<file path="config.mk">
export PLATFORM = sky130hd
export DESIGN_NAME = arb_mux_21
export DESIGN_NICKNAME = d
export VERILOG_FILES = /design/src/rtl/arb_mux_21_pkg.sv /design/src/rtl/arb_out_reg.sv /design/src/rtl/arb_mux_21.sv
export SDC_FILE = /design/constraint.sdc
export NUM_CORES = 1
export LEC_CHECK = 0
export BUFFER_PORTS_ARGS = -buffer_cell sky130_fd_sc_hd__buf_2
export CAP_MARGIN = 5
export CORE_MARGIN = 10
export CORE_UTILIZATION = 54
export CTS_BUF_LIST = sky130_fd_sc_hd__clkbuf_4 sky130_fd_sc_hd__clkbuf_8
export DETAILED_ROUTE_END_ITERATION = 10
export GPL_TIMING_DRIVEN = 0
export PLACE_DENSITY_LB_ADDON = 0.2
export SETUP_SLACK_MARGIN = 0.05
export SLEW_MARGIN = 20
export SYNTH_ARGS = -nofsm -noshare
export SYNTH_HDL_FRONTEND = slang
export SYNTH_SLANG_ARGS = --single-unit
</file>
<file path="constraint.sdc">
create_clock -name clk -period 6.6 [get_ports clk]
set_clock_uncertainty 0.15 [all_clocks]
set_input_delay 0.33 -clock clk [delete_from_list [all_inputs] [get_ports clk]]
set_output_delay 0.33 -clock clk [all_outputs]
set_load 0.005 [all_outputs]
</file>
<file path="src/rtl/arb_mux_21_pkg.sv">
// -----------------------------------------------------------------------------
// arb_mux_21_pkg
// Shared definitions for the arb_mux_21 arbiter/sequencer:
//   state_t       FSM state codes (IDLE / OWN0 / OWN1)
//   SEL_IN1/2     mux select codes (0 -> in1, 1 -> in2)
//   own_state()   ownership state for requester index 0/1
//   sel_of()      mux select code for requester index 0/1
// -----------------------------------------------------------------------------
package arb_mux_21_pkg;

   typedef enum logic [1:0] {
      ST_IDLE = 2'd0,
      ST_OWN0 = 2'd1,
      ST_OWN1 = 2'd2
   } state_t;

   localparam logic SEL_IN1 = 1'b0;
   localparam logic SEL_IN2 = 1'b1;

   // Requester index (0/1) -> state that gives that requester ownership.
   function automatic state_t own_state(input logic side);
      return side ? ST_OWN1 : ST_OWN0;
   endfunction

   // Requester index (0/1) -> mux select routing that requester's data.
   function automatic logic sel_of(input logic side);
      return side ? SEL_IN2 : SEL_IN1;
   endfunction

endpackage : arb_mux_21_pkg

</file>
<file path="src/rtl/arb_out_reg.sv">
// -----------------------------------------------------------------------------
// arb_out_reg
// One-entry registered valid/ready output stage.
//   clk, rst    clock, asynchronous active-high reset
//   load        capture d into y this cycle (caller guarantees space)
//   d           data to capture
//   out_ready   downstream consumer accepts y when out_valid & out_ready
//   out_valid   y holds an unconsumed beat
//   y           registered output data
//   space       register can accept a load this cycle
// -----------------------------------------------------------------------------
module arb_out_reg #(
   parameter int WIDTH = 8
) (
   input  logic             clk,
   input  logic             rst,
   input  logic             load,
   input  logic [WIDTH-1:0] d,
   input  logic             out_ready,
   output logic             out_valid,
   output logic [WIDTH-1:0] y,
   output logic             space
);

   // Empty, or the current beat leaves this cycle: a load can replace it.
   assign space = !out_valid | out_ready;

   // NOTE: clocked state uses non-blocking assignments so every register
   // samples pre-edge values, independent of statement order.
   always_ff @(posedge clk or posedge rst) begin
      if (rst) begin
         out_valid <= 1'b0;
         y         <= '0;
      end else if (load) begin
         y         <= d;
         out_valid <= 1'b1;
      end else if (out_ready) begin
         out_valid <= 1'b0;
      end
   end

endmodule : arb_out_reg

</file>
<file path="src/rtl/arb_mux_21.sv">
// -----------------------------------------------------------------------------
// arb_mux_21
// Round-robin arbiter/sequencer sharing one WIDTH-bit 2:1 datapath between two
// requesters, with burst-length bounding and a registered valid/ready output.
//   clk, rst     clock, asynchronous active-high reset
//   req0, in1    requester 0 beat request and data
//   req1, in2    requester 1 beat request and data
//   gnt0, gnt1   beat from requester K accepted when reqK & gntK
//   select       registered mux select (0 -> in1, 1 -> in2)
//   out_valid    y holds an unconsumed beat
//   out_ready    consumer accepts y when out_valid & out_ready
//   y            registered output data
// -----------------------------------------------------------------------------
module arb_mux_21
   import arb_mux_21_pkg::*;
#(
   parameter int WIDTH     = 8,
   parameter int MAX_BURST = 4
) (
   input  logic             clk,
   input  logic             rst,
   input  logic             req0,
   input  logic [WIDTH-1:0] in1,
   input  logic             req1,
   input  logic [WIDTH-1:0] in2,
   output logic             gnt0,
   output logic             gnt1,
   output logic             select,
   output logic             out_valid,
   input  logic             out_ready,
   output logic [WIDTH-1:0] y
);

   localparam int CNT_W = $clog2(MAX_BURST) + 1;

   state_t           state;
   logic [CNT_W-1:0] cnt;
   logic             last;      // requester left at the most recent handover
   logic             space;
   logic             own_id;
   logic             own_req;
   logic             own_gnt;
   logic             other_req;
   logic             beat;
   logic             burst_end;

   // Grants come straight from registered state plus output-stage space.
   assign gnt0 = (state == ST_OWN0) & space;
   assign gnt1 = (state == ST_OWN1) & space;

   // Owner-relative view of the request/grant pair, so the FSM handles OWN0
   // and OWN1 with one body.
   // NOTE: every always_comb output gets a default first, so no path can
   // leave it unassigned and infer a latch.
   always_comb begin
      own_id    = 1'b0;
      own_req   = 1'b0;
      own_gnt   = 1'b0;
      other_req = 1'b0;
      case (state)
         ST_OWN0: begin
            own_id    = 1'b0;
            own_req   = req0;
            own_gnt   = gnt0;
            other_req = req1;
         end
         ST_OWN1: begin
            own_id    = 1'b1;
            own_req   = req1;
            own_gnt   = gnt1;
            other_req = req0;
         end
         default: ;
      endcase
   end

   assign beat      = own_req & own_gnt;
   assign burst_end = (cnt == CNT_W'(MAX_BURST - 1));

   always_ff @(posedge clk or posedge rst) begin
      if (rst) begin
         state  <= ST_IDLE;
         cnt    <= '0;
         last   <= 1'b1;          // requester 0 wins the first tie
         select <= SEL_IN1;
      end else begin
         case (state)
            ST_IDLE: begin
               cnt <= '0;
               if (req0 && req1) begin
                  state  <= own_state(!last);
                  select <= sel_of(!last);
               end else if (req0) begin
                  state  <= ST_OWN0;
                  select <= SEL_IN1;
               end else if (req1) begin
                  state  <= ST_OWN1;
                  select <= SEL_IN2;
               end
            end

            ST_OWN0, ST_OWN1: begin
               if (!own_req) begin
                  // Owner went quiet: hand over if the other side waits,
                  // otherwise park in IDLE keeping the tie-break history.
                  cnt <= '0;
                  if (other_req) begin
                     state  <= own_state(!own_id);
                     select <= sel_of(!own_id);
                     last   <= own_id;
                  end else begin
                     state  <= ST_IDLE;
                     select <= SEL_IN1;
                  end
               end else if (beat) begin
                  if (burst_end) begin
                     // Burst limit reached: yield only if someone is waiting.
                     cnt <= '0;
                     if (other_req) begin
                        state  <= own_state(!own_id);
                        select <= sel_of(!own_id);
                        last   <= own_id;
                     end
                  end else begin
                     cnt <= cnt + CNT_W'(1);
                  end
               end
               // Stalled (no space): state and count hold.
            end

            default: begin
               state  <= ST_IDLE;
               select <= SEL_IN1;
               cnt    <= '0;
            end
         endcase
      end
   end

   arb_out_reg #(
      .WIDTH (WIDTH)
   ) u_out_reg (
      .clk       (clk),
      .rst       (rst),
      .load      (beat),
      .d         ((select == SEL_IN2) ? in2 : in1),
      .out_ready (out_ready),
      .out_valid (out_valid),
      .y         (y),
      .space     (space)
   );

endmodule : arb_mux_21

</file>
# Word-level counts from Yosys, hierarchy flattened
# Index checks and enable logic that the tools add are counted.
# Widths: inputs -> output; s select.
# classes
n_reduce_logical	7
n_eq_ne	9
add_sub_neg	1
muxes	37
bitwise	4
# ops
cell	n
$mux 2	10
$mux 1	17
$mux 3	4
$ne 3x3->1 const B	3
$mux 8	1
$pmux 1 s2	4
$ne 2x1->1 const B	2
$ne 4x4->1 const B	1
$pmux 2 s2	1
$reduce_and 4->1	1
$add 3x1->3 const B	1
$and 1x1->1	3
$eq 3x2->1 const B	1
$reduce_and 3->1	1
$eq 2x1->1 const B	1
$eq 2x2->1 const B	1
$logic_not 2->1	1
$reduce_bool 2->1	1
$reduce_or 2->1	1
$logic_and 1x1->1	1
$logic_not 1->1	1
$or 1x1->1	1
# word_totals
output_inout_bits	12
register_bits	16

# Depth between registers and ports, before layout
# logic_depth
depth_word	8
ltp_mapped	9
depth_no_buf	7

# Hierarchy
# From an unflattened synthesis, not the netlist that was laid out.
# hier_totals
cells_unflattened	82
area_unflattened_um2	978.4
# by_module_without_submodules
module	cells_per_inst	instances	area_per_inst_um2
arb_mux_21	61	1	605.6
arb_out_reg	21	1	372.9

# Least setup slack after synthesis
# OpenSTA, ideal clock, no wires.
# synth_path
path_type	register -> register
start	register, netlist name select
end	register select
path_stages_with_launch	10
arrival_ns	2.109
synth_period_minus_slack_ns	2.387
path_slack_ns	4.213
n_path_buf	2
cell_sequence	dfrtp_1 > clkbuf_1 > inv_1 > ha_1 > buf_6 > a22o_2 > nand2_2 > a31oi_2 > a21oi_2 > mux2_1
# synth_rtl
element	line	rtl
end signal: assignment	arb_mux_21.sv:92	select <= sel_of(!last);
end signal: assignment	arb_mux_21.sv:109	select <= sel_of(!own_id);
end signal: assignment	arb_mux_21.sv:121	select <= sel_of(!own_id);
end: declaration	arb_mux_21.sv:28	output logic select,

==> results.toml <==
[synthesis]
yosysSeqAreaShare_pct = 40.7
yosys_warnings = 0
ys_types = 32
synth_top_area_share_pct = 37.9
syn_avg_cell_area_um2 = 9.94
synth_area_um2 = 925
synth_area_leaders = "dfrtp_1 (38%), mux2i_1 (8.7%), ha_1 (8.1%), a21oi_1 (7.0%), nor2_1 (5.3%)"
postSynthCellCount = 93
ys_ff_latch = 15
synth.net_count = 120
yosys.area.top_type = "dfrtp_1"

[sta]
worstMarginPinSlew_ps = 610
finalCriticalPeriod_ps = 2680
period_share_pct = 40.5
tns_ps = 0
max_slew_margin_pct = 59.3
fmax_ghz = 0.374
hold_viol_final = 0
slew_viol_final = 0
rsz0062_at_grt = "false"
setup_viol = 0

[worst_setup_path]
r2r-start = "select"
startpoint = "select"
critPathMaxStageDelay_ps = 500
required_ps = 6610
reg2reg_depth = 7
r2r_setup_slack_ps = 3920
crit_chain = "clkbuf_1 -> inv_1 -> ha_1 -> o211a_1 -> a31oi_2 -> a21oi_2 -> mux2_1"
path_class = "flip-flop to flip-flop"
timing.rr.end = "select"
critPathMaxFanout = 10
startpoint_type = "flip-flop"
end_kind = "flip-flop"
arrival_ps = 2690
slowest_stage = "clkbuf_1"

[min_path]
hold_path_end = "u_out_reg.y[0]"
holdPathStages = 3
hold_start = "in1[0]"
hp-class = "input pin to flip-flop"

[cts]
cts-root-buf = "clkbuf_4"
cts_buffer_depth = 2
tritoncts = "yes"
clk_pin_slew_ps = 90
cts_resized = 0
clk_latency_ps = 270
cts_made_buffers = 3
htree_num_levels = 1
clkSinkCount = 15

[detailed_routing]
dr_wl_met2_um = 1010
viasPerCell = 5.52
routed-wl-met3_um = 182
ant_nets = 0
m1WireLength_um = 896
drc = 0
highest_layer = "met4"
wl_per_cell_um = 14.5
finalWirelength_um = 2110
first_pass_iters = 4
dr.first_iter.drc_count = 12
vias = 800

[placement]
finalWeightedCongestion = 0.864
placed_area_um2 = 1100
dp_hpwl_um = 1740
numPortBuffers = 31

[power_and_ir_drop]
p_leak_nw = 0.563
ir_worst_vdd_v = 0.000253
power_density_nw_per_um2 = 395

[layout]
fin_area_um2 = 1140
nNetsFinal = 157
diodes = 0
drive_above_1_share_pct = 35.7
area_delta_synth_final_pct = 23.3

[global_route]
grt_pass1_vias = 880
grt.overflow.total = 0
grt_max_degree = 16
grt_pass1_wl_um = 3550
grt_usage_pct = 11.9
antenna_found_initial = 0

[floorplanning]
core_area_um2 = 1560
initial_utilization_pct = 59.3
dieWidth_um = 61.4
ioPinCount = 33
die-area_um2 = 3770
die_h_um = 61.4
num_rows = 14

[status]
status = "finished, final reports clean"

[job]
cap_violations = 0
worst max-delay path: cells and delay by family, from the launching register on:
kind,cells,cell delay [ps]
multiplexers,1,340
adder cells (fa/ha/maj),1,470
AO/OA/AOI/OAI,3,540
flip-flops,1,410
buffers and inverters,2,650
cells in the final DEF, fill, tap and decap left out, types with 2 or more instances in the layout:
cell and n:
a21oi_1 13, buf_6 2, nand2b_1 2, clkbuf_4 4, mux2_1 2, nand3_1 2, buf_2 31, mux2i_1 8
a22oi_1 2, ha_1 6, o211ai_1 2, nor2_1 13, inv_1 4, nor2b_1 2, dfrtp_1 14, and2_1 2
o21ai_0 2
routing by layer:
layer / vias to the layer above / track usage, %
met5: - / 0
li1: 402 / -
met1: 370 / 13.4
met2: 26 / 20.1
met3: 2 / 4.73
met4: 0 / 3.82
sequential cells by signal, indices dropped and copies added (netlist names):
register             cells
last                     1
u_out_reg.y              8
u_out_reg.out_valid      1
cnt                      3
state                    1
select                   1
power breakdown:
part           internal, mW  switching [mW]  total, mW
Sequential            0.130          0.0198      0.150
Combinational         0.114           0.131      0.246
Clock                0.0275          0.0270     0.0545
Total                 0.272           0.178      0.450
cells by family (layout without fill, tap and decap cells):
kind of cell	after synthesis	count (layout)	synth area share (%)
fa+ha+maj	6	6	8.12
simple gates	27	27	14.9
flops	15	15	40.7
compound gates	26	26	18.7
buf+inv	8	44	5.28
mux	11	11	12.3
through the flow:
| step | hold WS [ps] | utilization, % | power (mW) | instances | worst slack, ps |
|---|---|---|---|---|---|
| 6_report | 198 | 73.1 | 0.450 | 145 | 3920 |
| 5_1_grt | 210 | 73.1 | 0.490 | 145 | 3730 |
| 4_1_cts | 196 | 73.1 | 0.456 | 145 | 3900 |
| 3_5_place_dp | 252 | 70.5 | 0.400 | 140 | 3930 |
| 3_3_place_gp | 250 | 70.5 | 0.390 | 140 | 4010 |
| 2_1_floorplan | 80.8 | - | 0.323 | 93 | 4210 |
cell type report:
class / count / area, um2
multi-input combinational: 70 / 499
fill: 123 / 419
sequential: 15 / 377
timing repair buffer: 32 / 165
buffer: 4 / 33.8
clock buffer: 4 / 30.0
tap: 16 / 20.0
inverter: 4 / 15.0
synth_stat cells:
library cell  number
o211ai_2           1
o21ai_1            1
nand2b_1           2
o21ai_0            2
inv_1              4
nor2_4             1
buf_6              2
a22o_2             1
mux2_2             1
a32oi_1            1
a21oi_1           13
nor4b_1            1
dfrtp_1           14
ha_1               6
nor2b_1            2
nor3_1             1
mux2i_1            8
buf_4              1
a31oi_2            1
a21oi_2            1
a22oi_1            2
o211a_1            1
o211ai_1           2
nand3_1            2
nor2_1            13
nand2_2            1
or2_1              1
and2_1             2
clkbuf_1           1
mux2_1             2
dfstp_2            1
nand2_1            1
timing repair:
action,CTS,global route
endpoints found under the hold margin,14,0
endpoints found under the setup margin,0,0
hold buffers,1,0
setup buffers,0,0
worst max path at each step:
stage	end	cells after the start
floorplan	select	9
global placement	select	7
detailed placement	select	7
CTS	select	7
global route	state[0]	7
finish	select	7
(Power assumes the default switching activity.)
